<file path="src/rtl/bram_sdp_param_if.sv">
`default_nettype none
// ============================================================================
//  Module   : bram_sdp_param_if
//  Brief    : Port A write / port B read / clear-control bundle for
//             bram_sdp_param.
//  Revision : 1.0  initial release
// ============================================================================
interface bram_sdp_param_if #(
    parameter int DATA_W = 64,
    parameter int ADDR_W = 6
);
    logic                  wea;
    logic [DATA_W/8-1:0]   bea;
    logic [ADDR_W-1:0]     addra;
    logic [DATA_W-1:0]     dina;
    logic                  enb;
    logic [ADDR_W-1:0]     addrb;
    logic [DATA_W-1:0]     doutb;
    logic                  clr;
    logic                  init_busy;
    logic                  clr_done;

    modport master (
        output wea, bea, addra, dina, enb, addrb, clr,
        input  doutb, init_busy, clr_done
    );

    modport slave (
        input  wea, bea, addra, dina, enb, addrb, clr,
        output doutb, init_busy, clr_done
    );
endinterface
`default_nettype wire

</file>
<file path="src/rtl/bram_sdp_param.sv">
`default_nettype none
// ============================================================================
//  Module   : bram_sdp_param
//  Brief    : Parametrised simple-dual-port RAM with byte enables, selectable
//             collision mode, optional output register and a clear sequencer.
//  Revision : 1.0  initial release
// ============================================================================
module bram_sdp_param #(
    parameter int                DATA_W   = 64,
    parameter int                ADDR_W   = 6,
    parameter int                WR_MODE  = 0,
    parameter int                OUT_REG  = 0,
    parameter logic [DATA_W-1:0] INIT_VAL = '0
) (
    input  wire logic       clka,
    input  wire logic       rstn,
    bram_sdp_param_if.slave bus
);
    localparam int c_depth  = 2 ** ADDR_W;
    localparam int c_nbytes = DATA_W / 8;

    typedef enum logic [1:0] {
        S_RST   = 2'd0,
        S_CLEAR = 2'd1,
        S_READY = 2'd2
    } state_t;

    state_t                r_state;
    state_t                w_state_nxt;
    logic [ADDR_W-1:0]     r_cnt;
    logic                  r_clr_done;
    logic [DATA_W-1:0]     r_mem [c_depth];
    logic [DATA_W-1:0]     r_rd;
    logic                  w_cnt_last;
    logic                  w_we;
    logic [c_nbytes-1:0]   w_be;
    logic [ADDR_W-1:0]     w_wa;
    logic [DATA_W-1:0]     w_wd;
    logic [DATA_W-1:0]     w_rd_data;

    assign w_cnt_last = &r_cnt;

    always_ff @(posedge clka or negedge rstn) begin
        if (!rstn) begin
            r_state <= S_RST;
        end else begin
            r_state <= w_state_nxt;
        end
    end

    // The clear sequencer takes over port A entirely while in S_CLEAR.
    always_comb begin
        w_state_nxt = r_state;
        w_we        = 1'b0;
        w_be        = '0;
        w_wa        = bus.addra;
        w_wd        = bus.dina;
        case (r_state)
            S_RST: begin
                w_state_nxt = S_CLEAR;
            end
            S_CLEAR: begin
                w_we = 1'b1;
                w_be = '1;
                w_wa = r_cnt;
                w_wd = INIT_VAL;
                if (!bus.clr && w_cnt_last) begin
                    w_state_nxt = S_READY;
                end
            end
            S_READY: begin
                w_we = bus.wea;
                w_be = bus.bea;
                if (bus.clr) begin
                    w_state_nxt = S_CLEAR;
                end
            end
            default: begin
                w_state_nxt = S_RST;
            end
        endcase
    end

    // A clr pulse restarts the sweep; done is suppressed if it lands on the last write.
    always_ff @(posedge clka or negedge rstn) begin
        if (!rstn) begin
            r_cnt      <= '0;
            r_clr_done <= 1'b0;
        end else begin
            r_clr_done <= (r_state == S_CLEAR) && w_cnt_last && !bus.clr;
            if ((r_state != S_CLEAR) || bus.clr) begin
                r_cnt <= '0;
            end else begin
                r_cnt <= r_cnt + ADDR_W'(1);
            end
        end
    end

    always_ff @(posedge clka) begin
        for (int i = 0; i < c_nbytes; i++) begin
            if (w_we && w_be[i]) begin
                r_mem[w_wa][8*i +: 8] <= w_wd[8*i +: 8];
            end
        end
    end

    generate
        if (WR_MODE == 1) begin : g_write_first
            always_comb begin
                w_rd_data = r_mem[bus.addrb];
                for (int i = 0; i < c_nbytes; i++) begin
                    if (w_we && w_be[i] && (w_wa == bus.addrb)) begin
                        w_rd_data[8*i +: 8] = w_wd[8*i +: 8];
                    end
                end
            end
        end else begin : g_read_first
            assign w_rd_data = r_mem[bus.addrb];
        end
    endgenerate

    always_ff @(posedge clka or negedge rstn) begin
        if (!rstn) begin
            r_rd <= '0;
        end else if (bus.enb) begin
            r_rd <= w_rd_data;
        end
    end

    generate
        if (OUT_REG == 1) begin : g_out_reg
            logic [DATA_W-1:0] r_out;
            always_ff @(posedge clka or negedge rstn) begin
                if (!rstn) begin
                    r_out <= '0;
                end else begin
                    r_out <= r_rd;
                end
            end
            assign bus.doutb = r_out;
        end else begin : g_out_direct
            assign bus.doutb = r_rd;
        end
    endgenerate

    assign bus.init_busy = (r_state == S_CLEAR);
    assign bus.clr_done  = r_clr_done;

endmodule
`default_nettype wire

</file>
<file path="src/flat_wrapper.sv">
// flat-port wrapper written by rule: the top's interface ports become plain ports
module bram_sdp_param_flat 
#(
    parameter int                DATA_W   = 64,
    parameter int                ADDR_W   = 6,
    parameter int                WR_MODE  = 0,
    parameter int                OUT_REG  = 0,
    parameter logic [DATA_W-1:0] INIT_VAL = '0
)
  (clka, rstn, bus_wea, bus_bea, bus_addra, bus_dina, bus_enb, bus_addrb, bus_clr, bus_doutb, bus_init_busy, bus_clr_done);
  bram_sdp_param_if #(.DATA_W(DATA_W), .ADDR_W(ADDR_W)) bus_i ();
  input  wire logic clka;
  input  wire logic rstn;
  input wire logic [$bits(bus_i.wea)-1:0] bus_wea;
  input wire logic [$bits(bus_i.bea)-1:0] bus_bea;
  input wire logic [$bits(bus_i.addra)-1:0] bus_addra;
  input wire logic [$bits(bus_i.dina)-1:0] bus_dina;
  input wire logic [$bits(bus_i.enb)-1:0] bus_enb;
  input wire logic [$bits(bus_i.addrb)-1:0] bus_addrb;
  input wire logic [$bits(bus_i.clr)-1:0] bus_clr;
  output wire logic [$bits(bus_i.doutb)-1:0] bus_doutb;
  output wire logic [$bits(bus_i.init_busy)-1:0] bus_init_busy;
  output wire logic [$bits(bus_i.clr_done)-1:0] bus_clr_done;
  assign bus_i.wea = bus_wea;
  assign bus_i.bea = bus_bea;
  assign bus_i.addra = bus_addra;
  assign bus_i.dina = bus_dina;
  assign bus_i.enb = bus_enb;
  assign bus_i.addrb = bus_addrb;
  assign bus_i.clr = bus_clr;
  assign bus_doutb = bus_i.doutb;
  assign bus_init_busy = bus_i.init_busy;
  assign bus_clr_done = bus_i.clr_done;
  bram_sdp_param #(.DATA_W(DATA_W), .ADDR_W(ADDR_W), .WR_MODE(WR_MODE), .OUT_REG(OUT_REG), .INIT_VAL(INIT_VAL)) u_core (.clka(clka), .rstn(rstn), .bus(bus_i));
endmodule
</file>
<file path="config.mk">
export PLATFORM = sky130hd
export DESIGN_NAME = bram_sdp_param_flat
export DESIGN_NICKNAME = d
export VERILOG_FILES = /design/src/rtl/bram_sdp_param_if.sv /design/src/rtl/bram_sdp_param.sv /design/src/flat_wrapper.sv
export SDC_FILE = /design/constraint.sdc
export NUM_CORES = 2
export LEC_CHECK = 0
export ABC_AREA = 1
export BUFFER_PORTS_ARGS = -buffer_cell sky130_fd_sc_hd__clkbuf_2
export CORE_MARGIN = 5
export CORE_UTILIZATION = 45
export DETAILED_ROUTE_END_ITERATION = 6
export PLACE_DENSITY = 0.58
export SLEW_MARGIN = 0
export SYNTH_ARGS = -nofsm -noshare
export SYNTH_HDL_FRONTEND = slang
export SYNTH_SLANG_ARGS = --single-unit
</file>
<file path="constraint.sdc">
create_clock -name clka -period 9.8 [get_ports clka]
set_clock_uncertainty 0.15 [all_clocks]
set_input_delay 2.94 -clock clka [delete_from_list [all_inputs] [get_ports clka]]
set_output_delay 2.94 -clock clka [all_outputs]
set_load 0.02 [all_outputs]
</file>
==> summary.md <==
| Metric | Value |
|---|---|
| Adder-cell area share of the yosys netlist | `0.0446%` |
| Mux cell area share after synthesis | `0%` |
| Fmax | `162 MHz` |
| Worst hold path depth | `2` |
| Die H | `621 um` |
| Antenna viol nets, final | `0` |
| Postcts setup bufs | `0` |
| Post-cts hold buffer count | `0` |
| Worst-path fanout max | `8` |
| PD cells | `227 nW/um2` |
| Synthesized area per cell | `11.8 um2` |
| Total core area | `372,000 um2` |
| Vias/cell | `5.67` |
| Clk buf depth | `4` |
| Worst reg-to-reg setup slack | `4410 ps` |
| Hold endpoint | `u_core.bus.doutb[26]` |
| Worst hold path type | `register to register` |
| Post-synthesis compound-gate area fraction | `0.0424%` |
| Final number of setup-violating endpoints | `0` |
| XOR/XNOR Fraction of Synth Area | `0%` |
| Outcome | `finished, final reports clean` |
| Hold Startpoint | `u_core.bus.doutb[26]` |
| WL/cell | `26.4 um` |
| PortBufs | `154` |
| Mapped Nets | `14,311` |
| Final min period | `6180 ps` |
| Skew-Pair Late Insertion Delay | `970 ps` |
| Post-synthesis sequential area ratio | `74.2%` |
| CP max-delay cell | `nor2_1` |
| CP Cell Sequence | `clkbuf_2 -> inv_1 -> o21ai_0 -> inv_1 -> nor2_1 -> nand2_2 -> nor2_1` |
| Worst vdd ir | `0.267 mV` |
| Initial core utilization | `45.2%` |
| Critical Path RT | `10,240 ps` |
| Largest net degree at the start of global routing | `219` |
| CTS tree | `built` |
| WP data arrival | `6620 ps` |
| CTS Buf Count | `421` |
| Die width | `621 um` |
| Total power | `42.5 mW` |
| First-pass GRT wire length | `731,000 um` |
| Final setup TNS | `0 ps` |
| FF-to-FF End | `u_core.r_mem[32][7]` |
| Worst path max stage delay | `880 ps` |
| H-tree depth | `5` |
| Ratio of cells with drive above 1 in the final layout | `7.49%` |
| Largest family of logic cells by synthesized area | `simple AND/OR/NAND/NOR gates` |
| Site Rows | `224` |
| Slew Limit Headroom | `9.04%` |
| Total congestion overflow | `0` |
| Final setup margin | `3620 ps` |
| Post-Synthesis Cells | `14,216` |
| Post-Syn Area | `168,000 um2` |
| GRT Resource Usage Total | `25.7%` |
| Worst setup SP type | `input pin` |
| RSZ-0062 raised after global routing | `false` |
| Post-layout nets | `14,090` |
| Final GP Congestion | `0.857` |
| CP endpoint kind | `register` |
| CP Buf/Inv Count | `3` |
| Sinks on Clock Net | `4,169` |
| Number of max-cap violations | `0` |
| Clock root buffer | `clkbuf_16` |
| Pre-CTS WS | `2780 ps` |
| Kind of critical path | `input pin to register` |
| YS warnings | `0` |
| Initial DRC Count | `13,174` |
| Fin. Hold Viols | `0` |
| Area Growth Syn to Fin | `11.3%` |
| Antenna violations before repair | `35` |
| Top Family by Delay on Critical Path | `simple AND/OR/NAND/NOR gates` |
| Routed WL | `512,000 um` |
| Max Slew Vio Count | `0` |
| Via count of the first global-routing pass | `104,994` |
| Routed vias | `109,838` |
| FF-to-FF path depth | `9` |
| CTS clock-pin slew for the worst setup and hold paths | `60 ps` |
| Post-synthesis simple-gate area fraction | `23.0%` |
| Reg-to-reg startpoint | `u_core.r_state[1]` |
| Die area | `386,000 um2` |
| FF+latch count, synth | `4,169` |
| Fin crit share | `63.1%` |
| Residual DRC | `0` |
| Leak | `65.1 nW` |
| IO Count | `155` |
| CTS resizes | `0` |
| Worst-margin pin slew | `1360 ps` |
| Hpwl dp | `279,000 um` |
| Distinct cells, synth | `21` |
| DR pass1 iterations | `7` |
-- how the worst max path moves through the flow --
stage	from	to	slack, ps	cells after the start
2_1_floorplan	bus_dina[0]	u_core.r_mem[0][0]	4670	2
3_3_place_gp	bus_addra[3]	u_core.r_mem[26][49]	2700	7
3_5_place_dp	bus_addra[3]	u_core.r_mem[25][43]	2780	7
4_1_cts	bus_addra[3]	u_core.r_mem[58][61]	3800	7
5_1_grt	bus_addra[3]	u_core.r_mem[28][53]	3630	7
6_report	bus_addra[3]	u_core.r_mem[28][56]	3620	7
-- layout make-up --
cell class              instances  area (um2)
inverters                      92         385
flip-flops and latches       4169      125000
multi-input cells            8991       39600
clock buffers                 522       11200
fillers                     32439      185000
repair buffers                320        2520
diodes                         52         130
clock inverters               254        2310
well taps                    4972        6220
-- power by group --
part	leakage, nW	switching (mW)	total (mW)	internal [mW]
clock	6.60	6.79	15.9	9.08
sequential	38.0	0.0747	21.3	21.2
combinational	20.5	4.62	5.38	0.762
-- flip-flops by register name, summed over array words and instances, names as in the netlist --
register	flops
u_core.r_cnt	6
u_core.bus.clr_done	1
u_core.r_state	2
u_core.r_mem	4096
u_core.bus.doutb	64
-- metrics by stage --
stage	cell area (um2)	instances	hold WS (ps)	util, %
2_1_floorplan	168000	14216	304	-
3_3_place_gp	174000	18543	314	46.6
3_5_place_dp	174000	18544	317	46.6
4_1_cts	187000	19320	329	50.2
5_1_grt	187000	19339	350	50.2
6_report	187000	19372	335	50.3
-- cells in the mapped netlist (all sizes together) --
library cell     n  area [um2]
nand2         4331       16300
edfxtp        4096      123000
nand3         4035       20200
nor2           601        2270
buf            582        2750
clkbuf         382        1430
inv             91         342
dfrtp           73        1830
o21ai            9        48.8
ha               6        75.1
a21oi            3        15.0
nor3             3        15.0
a21boi           1        7.51
clkinv           1        3.75
nand3b           1        7.51
or2              1        6.26
-- logic make-up (layout without fill, tap and decap cells) --
| family | Yosys count | count (layout) |
|---|---|---|
| AO/OA/AOI/OAI | 13 | 13 |
| adder cells (fa/ha/maj) | 6 | 6 |
| buffers and inverters | 1056 | 1188 |
| flip-flops | 4169 | 4169 |
| AND/OR/NAND/NOR | 8972 | 8972 |
| other | 0 | 52 |
-- placed cells by master (no fill, tap or decap), drive strengths merged --
cell type	n
nand3	4035
nor2	601
diode	52
nand3b	1
clkbuf	668
o21ai	9
buf	174
a21boi	1
nand2	4331
bufinv	37
clkinvlp	18
inv	105
edfxtp	4096
nor3	3
clkinv	186
dfrtp	73
a21oi	3
or2	1
ha	6
-- worst min-delay path: stages, from the launching register on --
cell	delay (ps)
dfrtp_1	340
nand2_1	50
nand2_1	60
-- routing by layer --
metal | wire length (um) | vias to the layer above | GRT usage [%]
met5 | 105 | - | 0
met4 | 23000 | 18 | 11.5
met3 | 44600 | 938 | 5.08
met2 | 238000 | 5111 | 40.4
met1 | 206000 | 53741 | 34.8
li1 | - | 50030 | -
Note: power is estimated with default switching activity, not from simulation.
